===== src/rtl/phys_free_list.sv =====
// Physical-register free list for rename: a ring of unmapped tags with a speculative
// and a committed head, so a flush rewinds every allocation made since the last commit.
module phys_free_list #(
    parameter int NUM_ARCH_REGS = 35,
    parameter int NUM_PHYS_REGS = 64,
    localparam int DEPTH = NUM_PHYS_REGS - NUM_ARCH_REGS,
    localparam int PW    = $clog2(NUM_PHYS_REGS),
    localparam int CW    = $clog2(DEPTH + 1)
) (
    input  logic          clk,
    input  logic          reset,
    input  logic          alloc_req,
    output logic          alloc_valid,
    output logic [PW-1:0] alloc_preg,
    input  logic          free_valid,
    input  logic [PW-1:0] free_preg,
    input  logic          commit_alloc,
    input  logic          flush,
    output logic [CW-1:0] free_count,
    output logic          err
);
    localparam int AW = $clog2(DEPTH);
    localparam logic [CW-1:0] DEPTH_C = CW'(DEPTH);

    typedef logic [AW-1:0] ptr_t;

    // Ring depth is not a power of two, so wrap explicitly.
    function automatic ptr_t ptr_inc(input ptr_t p);
        return (p == ptr_t'(DEPTH - 1)) ? '0 : p + 1'b1;
    endfunction

    logic [PW-1:0] mem [DEPTH];
    ptr_t          spec_head, commit_head, tail;
    logic [CW-1:0] spec_count, commit_count;

    logic          alloc_fire, free_acc, free_err, commit_acc, commit_err;
    ptr_t          spec_head_next, commit_head_next;
    logic [CW-1:0] spec_count_next, commit_count_next;

    assign alloc_valid = (spec_count != '0);
    assign alloc_preg  = mem[spec_head];
    assign free_count  = spec_count;

    always_comb begin
        alloc_fire = alloc_req && alloc_valid && !flush;
        free_acc   = free_valid && (commit_count != DEPTH_C);
        free_err   = free_valid && (commit_count == DEPTH_C);
        commit_acc = commit_alloc && (commit_count != '0);
        commit_err = commit_alloc && (commit_count == '0);

        commit_head_next  = commit_acc ? ptr_inc(commit_head) : commit_head;
        commit_count_next = commit_count + CW'(free_acc) - CW'(commit_acc);

        // A flush adopts the committed view after this cycle's free/commit are applied.
        if (flush) begin
            spec_head_next  = commit_head_next;
            spec_count_next = commit_count_next;
        end else begin
            spec_head_next  = alloc_fire ? ptr_inc(spec_head) : spec_head;
            spec_count_next = spec_count + CW'(free_acc) - CW'(alloc_fire);
        end
    end

    always_ff @(posedge clk) begin
        if (reset) begin
            for (int i = 0; i < DEPTH; i++) begin
                mem[i] <= PW'(NUM_ARCH_REGS + i);
            end
            spec_head    <= '0;
            commit_head  <= '0;
            tail         <= '0;
            spec_count   <= DEPTH_C;
            commit_count <= DEPTH_C;
            err          <= 1'b0;
        end else begin
            if (free_acc) begin
                mem[tail] <= free_preg;
                tail      <= ptr_inc(tail);
            end
            spec_head    <= spec_head_next;
            commit_head  <= commit_head_next;
            spec_count   <= spec_count_next;
            commit_count <= commit_count_next;
            err          <= err | free_err | commit_err;
        end
    end
endmodule


===== config.mk =====
export PLATFORM = sky130hd
export DESIGN_NAME = phys_free_list
export DESIGN_NICKNAME = d
export VERILOG_FILES = /design/src/rtl/phys_free_list.sv
export SDC_FILE = /design/constraint.sdc
export NUM_CORES = 1
export LEC_CHECK = 0
export CAP_MARGIN = 15
export CORE_UTILIZATION = 65
export CTS_CLUSTER_SIZE = 20
export DETAILED_ROUTE_END_ITERATION = 16
export PLACE_DENSITY = 0.87
export SLEW_MARGIN = 20
export SYNTH_ARGS = -nofsm -noshare
export SYNTH_HDL_FRONTEND = slang
export SYNTH_SLANG_ARGS = --single-unit

===== constraint.sdc =====
create_clock -name clk -period 6.7 [get_ports clk]
set_clock_uncertainty 0.2 [all_clocks]
set_input_delay 1.34 -clock clk [delete_from_list [all_inputs] [get_ports clk]]
set_output_delay 1.34 -clock clk [all_outputs]
set_load 0.1 [all_outputs]

==> impl_metrics.ini <==
[run_status]
status = completed

[power]
power_mw = 3.56
power_density_nw_per_um2 = 311
peakVddDrop_v = 0.000270
power_leakage_nw = 3.35

[detailed_routing]
antenna_left = 0
routedWlPerCell_um = 27.3
dr.pass1.iters = 6
dr_total_vias = 6782
drt_wl_total_um = 26600
vias_per_cell = 6.96
drtIter0Drc = 997
drc = 0

[setup_path]
arrival_ns = 3.94
cp_slowest_stage_delay_ns = 0.99
critical_path_class = register to primary output
path_buf_inv = 1
crit_path_max_fanout = 48
required_ns = 5.16
end_kind = primary output
path_common_cell = mux4_2
slowest_stage = clkdlybuf4s50_1
cp-start-kind = register
crit_family = multiplexers
cp_cell_sequence = mux4_2 -> mux4_2 -> mux2_2 -> clkdlybuf4s50_1

[global_routing]
grt_overflow = 0
grt_max_degree = 49
grt_pass1_vias = 6448
grt_pass1_wl_um = 40400
grtUsageTotal_pct = 33.8
antenna_found_initial = 0

[sta]
hold_ws_ns = 0.323
finalWorstSetupSlack_ns = 1.22
fmax_ghz = 0.183
final-setup-viol-count = 0
fin_crit_ns = 5.48
setup_tns_ns = 0
worst_pin_slew_ns = 1.21
drv_slew = 0
grt_setup_unrepaired = no
timing.final.crit_share_pct = 81.8
final_hold_viol_count = 0
slew_headroom_pct = 19.1

[synthesis]
ys.flop_type = edfxtp_1
seq_area_frac_synth_pct = 61.5
synth-seq-cells = 223
syn-num-nets = 787
avgSynthCellArea_sq_um = 13.8
synth_cells = 754
synth_cell_type_count = 48
synth_edf_count = 192
synthArstFlopShare_pct = 0
synth_area_sq_um = 10400
synth-warning-count = 0

[place]
gp_congestion = 0.999
dpl-instance-area_sq_um = 10700
hpwl_um = 17300
place_inst = 931
io_buffers = 24
post-place-ws_ns = 1.74

[cells_and_area]
area_growth_pct = 10.2
diodes = 0
nets = 779
finish.instance_area_sq_um = 11400
final_cells = 975
multi_input_area_sq_um = 3650
drive_gt1_share_pct = 15.1
seq_area_sq_um = 6390
fin_util_pct = 74.2
num-fill-cells = 912

[min_path]
min_path_type = register to register

[clock_network]
cts_resized = 0
cts_max_level = 1
cts_made_buffers = 24
post_cts_buffers = 0
cts_buffer_depth = 3
cts-root-buf = clkbuf_16
cts_sinks = 223
path_clk_slew_ns = 0.06
cts_tree = yes
clock_latency_ns = 0.51
hold_buffers = 0

[floorplan]
coreArea_sq_um = 15400
start_util_pct = 67.3
die_h_um = 128
die_w_um = 128
dieArea_sq_um = 16500
io_pins = 25
rows = 45

[run]
maxCapViolations = 0
## cell usage after synthesis, types with 19 or more instances
cell | number | area (sq um)
edfxtp_1 | 192 | 5770
or3_1 | 77 | 482
clkbuf_1 | 60 | 225
mux4_2 | 60 | 1350
nand2_1 | 58 | 218
nor2_1 | 47 | 176
nor3_1 | 37 | 185
and2_1 | 36 | 225
o21ai_0 | 32 | 160
dfxtp_1 | 31 | 621
inv_1 | 21 | 78.8
ha_1 | 19 | 238
## layout by cell type (no fill, tap or decap), types with 5 or more instances in the layout
cell type	count
a21oi_1	10
and2_1	36
nor3_1	37
xor2_1	6
clkbuf_16	25
mux4_2	60
nand2_1	57
clkinv_1	5
o21ai_0	32
clkdlybuf4s50_1	24
edfxtp_1	192
mux2_2	7
clkbuf_1	6
dfxtp_1	29
buf_4	9
or3_1	77
inv_1	21
xnor2_1	6
clkinv_2	5
nor2_1	47
ha_1	19
## worst reg2reg max path: cells and delay by family (launching register included)
family,cells,cell delay (ns)
AOI/OAI and AO/OA,1,0.66
DFF,1,0.33
and+or+nand+nor,3,1.09
buffers and inverters,1,0.45
adders and majority gates,1,0.20
## final timing paths
kind / from / end / slack [ns] / depth (start not counted)
max: register / alloc_preg[1] / 1.22 / 4
min reg2reg: tail[1] / tail[1] / 0.32 / 2
min: tail[1] / tail[1] / 0.32 / 2
max reg2reg: commit_count[2] / mem[18][3] / 3.38 / 6
## cells by family (layout without fill, tap and decap cells)
kind of cell    after synthesis  after routing  share of synthesized area, %
compound gates               63             63                          3.58
xor+xnor                     12             12                          1.01
fa+ha+maj                    21             21                          2.67
buf+inv                      89             99                          3.46
flops                       223            223                          61.5
mux                          68             68                          13.9
simple gates                278            278                          14.0
## per-layer routing
metal  share of wire, %  global-route usage (%)  up-vias
li1                   -                       -     2805
met1                 36                    45.8     3319
met2                 48                    54.8      569
met3                 12                    7.11       89
met4                4.2                    12.9        0
met5                  0                       0        -
## power breakdown
group	internal, mW	switching, mW	total, mW
clock network	0.724	0.533	1.26
logic	0.231	0.428	0.659
registers	1.57	0.0736	1.64
## registers in the layout (all words and copies together) (netlist names), named ones only
| register | cells |
|---|---|
| free_count | 5 |
| commit_head | 5 |
| spec_head | 5 |
| mem | 192 |
| err | 1 |
| tail | 5 |
| commit_count | 5 |
## layout make-up
type                            count  area share, %
Multi-Input combinational cell    442           31.9
Timing Repair Buffer               33           2.69
Clock inverter                     13          0.886
Inverter                           22          0.722
Tap cell                          211           2.31
Sequential cell                   223           55.9
Clock buffer                       31           5.66
Power figures use the tool's default switching activity.
